<file path="src/rtl/reg_bank_pkg.sv">
// Shared definitions for the register bank: op encodings and select-width helper.
package reg_bank_pkg;

   localparam logic [2:0] OP_HOLD = 3'b000;
   localparam logic [2:0] OP_LOAD = 3'b001;
   localparam logic [2:0] OP_INC  = 3'b010;
   localparam logic [2:0] OP_DEC  = 3'b011;
   localparam logic [2:0] OP_SHL  = 3'b100;
   localparam logic [2:0] OP_SHR  = 3'b101;
   localparam logic [2:0] OP_CLR  = 3'b110;
   localparam logic [2:0] OP_RSVD = 3'b111;

   // Select width for n registers; never narrower than one bit.
   function automatic int unsigned sel_width(input int unsigned n);
      return (n > 1) ? $clog2(n) : 1;
   endfunction

endpackage

</file>
<file path="src/rtl/reg_bank_if.sv">
// Control/data bundle between the control unit (master) and the register bank (slave).
interface reg_bank_if #(
   parameter int unsigned WIDTH = 8,
   parameter int unsigned NREGS = 4
) ();
   import reg_bank_pkg::*;

   localparam int unsigned AW = sel_width(NREGS);

   logic             enable;
   logic [AW-1:0]    sel;
   logic [2:0]       op;
   logic [WIDTH-1:0] in;
   logic [AW-1:0]    rd_a_sel;
   logic [AW-1:0]    rd_b_sel;
   logic [WIDTH-1:0] rd_a;
   logic [WIDTH-1:0] rd_b;
   logic             carry;
   logic             zero;

   modport master (
      output enable, sel, op, in, rd_a_sel, rd_b_sel,
      input  rd_a, rd_b, carry, zero
   );

   modport slave (
      input  enable, sel, op, in, rd_a_sel, rd_b_sel,
      output rd_a, rd_b, carry, zero
   );

endinterface

</file>
<file path="src/rtl/reg_bank_alu.sv">
// Combinational op unit: computes the write-back value and carry for one register.
module reg_bank_alu #(
   parameter int unsigned WIDTH = 8
) (
   input  logic [WIDTH-1:0] old_val,
   input  logic [WIDTH-1:0] load_val,
   input  logic [2:0]       op,
   output logic [WIDTH-1:0] result,
   output logic             carry,
   output logic             valid
);
   import reg_bank_pkg::*;

   // Decode op; valid=0 for HOLD and the reserved encoding so nothing is written.
   always_comb begin
      result = old_val;
      carry  = 1'b0;
      valid  = 1'b1;
      case (op)
         OP_LOAD: result = load_val;
         OP_INC: begin
            result = old_val + WIDTH'(1);
            carry  = &old_val;
         end
         OP_DEC: begin
            result = old_val - WIDTH'(1);
            carry  = ~|old_val;
         end
         OP_SHL: begin
            result = {old_val[WIDTH-2:0], 1'b0};
            carry  = old_val[WIDTH-1];
         end
         OP_SHR: begin
            result = {1'b0, old_val[WIDTH-1:1]};
            carry  = old_val[0];
         end
         OP_CLR:  result = '0;
         default: valid = 1'b0;
      endcase
   end

endmodule

</file>
<file path="src/rtl/reg_bank.sv">
// Bank of NREGS registers with one op-driven write port, two read ports and
// registered carry/zero flags.
module reg_bank #(
   parameter int unsigned     WIDTH     = 8,
   parameter int unsigned     NREGS     = 4,
   parameter logic [WIDTH-1:0] RESET_VAL = '0
) (
   input logic       clk,
   input logic       reset,
   reg_bank_if.slave bus
);
   import reg_bank_pkg::*;

   localparam int unsigned AW = sel_width(NREGS);

   logic [WIDTH-1:0] regs_q [NREGS];
   logic             carry_q;
   logic             zero_q;

   logic [WIDTH-1:0] old_val;
   logic [WIDTH-1:0] result;
   logic             alu_carry;
   logic             alu_valid;
   logic             sel_ok;
   logic             do_write;
   logic [WIDTH-1:0] rd_a;
   logic [WIDTH-1:0] rd_b;

   // Fetch the target register; out-of-range selects match nothing and block the write.
   always_comb begin
      old_val = '0;
      sel_ok  = 1'b0;
      for (int i = 0; i < NREGS; i++) begin
         if (bus.sel == AW'(i)) begin
            old_val = regs_q[i];
            sel_ok  = 1'b1;
         end
      end
      do_write = bus.enable & sel_ok & alu_valid;
   end

   reg_bank_alu #(
      .WIDTH(WIDTH)
   ) u_alu (
      .old_val (old_val),
      .load_val(bus.in),
      .op      (bus.op),
      .result  (result),
      .carry   (alu_carry),
      .valid   (alu_valid)
   );

   // Storage and flags: reset clears everything, otherwise only regs[sel] updates.
   always_ff @(posedge clk or negedge reset) begin
      if (!reset) begin
         for (int i = 0; i < NREGS; i++) begin
            regs_q[i] <= RESET_VAL;
         end
         carry_q <= 1'b0;
         zero_q  <= 1'b0;
      end else if (do_write) begin
         for (int i = 0; i < NREGS; i++) begin
            if (bus.sel == AW'(i)) begin
               regs_q[i] <= result;
            end
         end
         carry_q <= alu_carry;
         zero_q  <= (result == '0);
      end
   end

   // Read muxes; selects beyond the last register read as zero.
   always_comb begin
      rd_a = '0;
      rd_b = '0;
      for (int i = 0; i < NREGS; i++) begin
         if (bus.rd_a_sel == AW'(i)) rd_a = regs_q[i];
         if (bus.rd_b_sel == AW'(i)) rd_b = regs_q[i];
      end
   end

   assign bus.rd_a  = rd_a;
   assign bus.rd_b  = rd_b;
   assign bus.carry = carry_q;
   assign bus.zero  = zero_q;

endmodule

</file>
<file path="src/flat_wrapper.sv">
// flat-port wrapper written by rule: the top's interface ports become plain ports
module reg_bank_flat import reg_bank_pkg::*;
#(
   parameter int unsigned     WIDTH     = 8,
   parameter int unsigned     NREGS     = 4,
   parameter logic [WIDTH-1:0] RESET_VAL = '0
)
  (clk, reset, bus_enable, bus_sel, bus_op, bus_in, bus_rd_a_sel, bus_rd_b_sel, bus_rd_a, bus_rd_b, bus_carry, bus_zero);
  reg_bank_if #(.WIDTH(WIDTH), .NREGS(NREGS)) bus_i ();
  input logic clk;
  input logic reset;
  input wire logic [$bits(bus_i.enable)-1:0] bus_enable;
  input wire logic [$bits(bus_i.sel)-1:0] bus_sel;
  input wire logic [$bits(bus_i.op)-1:0] bus_op;
  input wire logic [$bits(bus_i.in)-1:0] bus_in;
  input wire logic [$bits(bus_i.rd_a_sel)-1:0] bus_rd_a_sel;
  input wire logic [$bits(bus_i.rd_b_sel)-1:0] bus_rd_b_sel;
  output wire logic [$bits(bus_i.rd_a)-1:0] bus_rd_a;
  output wire logic [$bits(bus_i.rd_b)-1:0] bus_rd_b;
  output wire logic [$bits(bus_i.carry)-1:0] bus_carry;
  output wire logic [$bits(bus_i.zero)-1:0] bus_zero;
  assign bus_i.enable = bus_enable;
  assign bus_i.sel = bus_sel;
  assign bus_i.op = bus_op;
  assign bus_i.in = bus_in;
  assign bus_i.rd_a_sel = bus_rd_a_sel;
  assign bus_i.rd_b_sel = bus_rd_b_sel;
  assign bus_rd_a = bus_i.rd_a;
  assign bus_rd_b = bus_i.rd_b;
  assign bus_carry = bus_i.carry;
  assign bus_zero = bus_i.zero;
  reg_bank #(.WIDTH(WIDTH), .NREGS(NREGS), .RESET_VAL(RESET_VAL)) u_core (.clk(clk), .reset(reset), .bus(bus_i));
endmodule
</file>
<file path="config.mk">
export PLATFORM = sky130hd
export DESIGN_NAME = reg_bank_flat
export DESIGN_NICKNAME = d
export VERILOG_FILES = /design/src/rtl/reg_bank_pkg.sv /design/src/rtl/reg_bank_if.sv /design/src/rtl/reg_bank_alu.sv /design/src/rtl/reg_bank.sv /design/src/flat_wrapper.sv
export SDC_FILE = /design/constraint.sdc
export NUM_CORES = 1
export LEC_CHECK = 0
export CORE_ASPECT_RATIO = 0.9
export CORE_MARGIN = 1.5
export CORE_UTILIZATION = 40
export DETAILED_ROUTE_END_ITERATION = 8
export REMOVE_ABC_BUFFERS = 1
export SYNTH_ARGS = -nofsm -noshare
export SYNTH_HDL_FRONTEND = slang
export SYNTH_SLANG_ARGS = --single-unit
export TNS_END_PERCENT = 50
</file>
<file path="constraint.sdc">
create_clock -name clk -period 2.46 [get_ports clk]
set_clock_uncertainty 0.1 [all_clocks]
set_input_delay 0.246 -clock clk [delete_from_list [all_inputs] [get_ports clk]]
set_output_delay 0.246 -clock clk [all_outputs]
set_load 0.02 [all_outputs]
</file>
==> flow_results.org <==
** Critical path
- Startpoint types :: flip-flop
- The critical path is of the flip-flop to flip-flop type.
- Largest driver fanout on the critical path :: 2
- The slowest stage of the critical path belongs to the cell sky130_fd_sc_hd__dfrtp_1.
- Data on the critical path is required at its endpoint by 2.55 ns.
- Arrival time worst endpoint :: 2.84 ns
- Slowest stage delay, CP :: roughly 0.40 ns
- Counting stages on the worst path, the most repeated cell is sky130_fd_sc_hd__mux2_4.
- Sort of element at the end of the critical path :: flip-flop
- Cells along the critical path :: mux2_4 > mux2_4 > ha_2 > or3_4 > a221oi_4 > buf_4 > mux2i_1 > a21oi_1 > nand4_1 > o31ai_2

** Synth
- A synthesized cell averages 9.75 sq um.
- Most common flop cell mapped by yosys :: sky130_fd_sc_hd__dfrtp_1
- Of all flip-flops after synthesis, the portion carrying an async set or reset was 100%.
- Part of the Yosys area used for sequential elements :: approximately a third
- Unique masters post-synth :: 50
- The Yosys step of the flow raised 0 warnings.
- Share of the synthesized area in the top cell type :: 31.4%
- Syn Inst Count :: 278
- Yosys top cell by area :: sky130_fd_sc_hd__dfrtp_1
- sky130_fd_sc_hd__nand2_1 is the most common cell in the netlist.
- Yosys mapped a number of flops with a built-in enable equal to 0.
- Top cells by count, synth :: sky130_fd_sc_hd__nand2_1 (41), sky130_fd_sc_hd__o21ai_0 (37), sky130_fd_sc_hd__dfrtp_1 (34)
- Top post-synthesis cells by area :: sky130_fd_sc_hd__dfrtp_1 (31%), sky130_fd_sc_hd__mux4_2 (16%), sky130_fd_sc_hd__o21ai_0 (6.8%)
- The synthesized design contains 34 register bits.
- Area of the mapped netlist :: approximately 2700 sq um

** Global routing
- Total grt overflow :: 0
- Vias in the first global route :: 2,706
- The number of antenna violations at the first check in global routing is 0.
- The first global-routing pass estimated 13.9 mm of wire.
- Maximum number of pins on one net before global-route repair :: 35
- Global-route total usage across every layer :: 24.6%

** Clocking
- Clock latency on the worst-skew pair, taken at its later pin, is 0.29 ns.
- Clock-pin slew of the registers on the worst-case setup and hold paths :: 0.07 ns
- Maximum clock insertion buffer count :: 2
- Clock Sinks :: 34
- Clock root buffer master :: sky130_fd_sc_hd__clkbuf_8
- Deepest level of the CTS H-tree :: 2
- TritonCTS clock tree :: done
- Number of buffers inserted for hold repair after clock tree synthesis :: 0
- TritonCTS Buffers :: 5

** Finish
- The finished layout holds 481 standard cells, fillers aside.
- Of the cells placed in the final design, the portion with a size suffix greater than 1 is slightly above 40%.
- Diode insertion count for antenna repair :: 0
- Nets :: 418
- For this run, the share of the core covered by cells in the final layout is 62.6%.
- Layout area overhead :: 51.4%

** STA
- Timing would allow up to 364 MHz.
- Setup violations remaining at the end of the flow were counted as 29.
- Final period demand of the worst path :: 2.75 ns
- Setup Total Neg Slack :: -2.65 ns
- In the post-route analysis, the smallest setup slack over all paths is -0.288 ns.
- Setup repair after global routing could not meet its margin everywhere.
- The final number of max-transition violations was 0.
- Share of the cycle needed by the critical path after routing :: 112%
- Fin. Hold Viols :: 0
- Headroom to the max-slew limit came out at 66.4%.
- Transition at the pin with the smallest max-transition slack :: 0.502 ns
- Across all hold checks on the routed design, the worst slack comes to approximately 0.28 ns.

** Detailed routing
- In the routed design, unresolved DRC markers number 0.
- Post-detailed-routing wire length :: around 8.5 mm
- Detailed router's first-iteration violation count :: between 200 and 300
- Via count :: 2,681
- Drt pass-1 iters :: 4
- Post-detailed-route via-to-cell ratio :: 5.57
- After detailed routing, the average wire length per cell comes to between 15 and 20 microns.
- Number of antenna-violating nets in the routed design :: 0

** Pwr
- The completed layout was analyzed and its total power is between 3 and 4 mW.
- Static Leakage :: approximately 1.8 nW
- Pwr per Cell Area :: between 800 and 900 nW/um^2
- Peak supply drop :: 474 uV

** Die
- Initial core utilization :: 41.4%
- After floorplanning, the core was sized to cover around 6600 sq um.
- The die is ~90 microns wide.
- The die is 81.1 microns tall.
- Standard-cell rows :: 28
- Total Die Area :: 7280 sq um
- During I/O placement, the number of pins put on the boundary was 38.

** Run
- Across the run, the number of max-cap violations was 0.

** Placement
- # port buffers :: 37
- Once detailed placement completed, the half-perimeter wirelength came to 6.42 mm.
- Routability-driven placement finished with a final weighted congestion of 0.927.
- Counting tap cells, the placed design contains a total of 469 instances.

** Hold path
- The min-delay analysis places its worst path in the category input port to async pin.

** Outcome
- The run finished, with violations left.
- The checks that failed: negative setup slack.
[worst max-delay path, delay by kind of cell (launching register included)]
kind	cells	cell delay (ns)
multiplexers	3	0.62
flip-flops	1	0.40
AND/OR/NAND/NOR	2	0.54
AO/OA/AOI/OAI	3	0.65
buffers and inverters	1	0.16
adder cells (fa/ha/maj)	1	0.19
[final cells by class]
type | count | area (sq um)
repair buffers | 123 | 1080
multi-input cells | 219 | 1930
flip-flops and latches | 34 | 851
clock buffers | 6 | 72.6
well taps | 90 | 113
inverters | 7 | 26.3
clock inverters | 2 | 37.5
fillers | 559 | 2450
[where the power goes]
| group | internal [mW] | switching [mW] | total, mW |
|---|---|---|---|
| sequential | 0.726 | 0.120 | 0.846 |
| combinational | 1.06 | 0.913 | 1.97 |
| clock | 0.302 | 0.210 | 0.512 |
[what timing repair did]
action	4_1_cts	5_1_grt
endpoints found under the setup margin	30	30
gates resized for setup	51	13
setup buffers	5	0
pin swaps	18	2
[layer usage]
layer  GRT usage [%]  up-vias  wire [microns]
met2            43.4       87            4260
li1                -     1289               -
met4            6.67        0              53
met1            31.9     1298            3660
met5               0        -               0
met3            4.03        7             508
[placed cells by master, fill, tap and decap left out, types with 9 or more instances in the layout]
cell type	instances
sky130_fd_sc_hd__mux2i_1	11
sky130_fd_sc_hd__o21ai_2	9
sky130_fd_sc_hd__o21ai_0	16
sky130_fd_sc_hd__clkdlybuf4s50_1	35
sky130_fd_sc_hd__nand3_1	10
sky130_fd_sc_hd__nand2_1	41
sky130_fd_sc_hd__dfrtp_1	34
sky130_fd_sc_hd__buf_4	79
sky130_fd_sc_hd__mux4_2	20
sky130_fd_sc_hd__o21ai_1	12
[worst paths after layout]
path	from	to	slack, ns	cells after the start
min reg2reg	u_core.bus.carry$_DFFE_PN0P_	u_core.bus.carry$_DFFE_PN0P_	0.39	2
max reg2reg	u_core.regs_q[1]$_DFFE_PN0P_	u_core.bus.zero$_DFFE_PN0P_	-0.29	10
min	reset	u_core.regs_q[18]$_DFFE_PN0P_	0.28	2
max	u_core.regs_q[1]$_DFFE_PN0P_	u_core.bus.zero$_DFFE_PN0P_	-0.29	10
min in group clk	u_core.bus.carry$_DFFE_PN0P_	u_core.bus.carry$_DFFE_PN0P_	0.39	2
max in group asynchronous	reset	u_core.regs_q[29]$_DFFE_PN0P_	1.67	2
[cells by family (layout without fill, tap and decap cells)]
family / Yosys count / in the layout / share of synthesized area, %
and+or+nand+nor: 88 / 88 / 15.6
AOI/OAI and AO/OA: 76 / 76 / 17.5
muxes: 43 / 43 / 26.3
DFF: 34 / 34 / 31.4
buffers and inverters: 25 / 138 / 3.88
adders and majority gates: 8 / 8 / 3.97
xor gates and xnor gates: 4 / 4 / 1.29
[registers in the layout, summed over array words and instances (netlist names)]
register and cells:
u_core.bus.carry 1, u_core.regs_q 32, u_core.bus.zero 1
[stage by stage]
step           cell area, sq um  setup WS (ns)
6_report                   4100         -0.288
5_1_grt                    4100         -0.355
4_1_cts                    4060         -0.256
3_5_place_dp               3780          -1.10
3_3_place_gp               3780          -1.05
2_1_floorplan              2630         -0.242
Note: power is estimated with default switching activity, not from simulation.
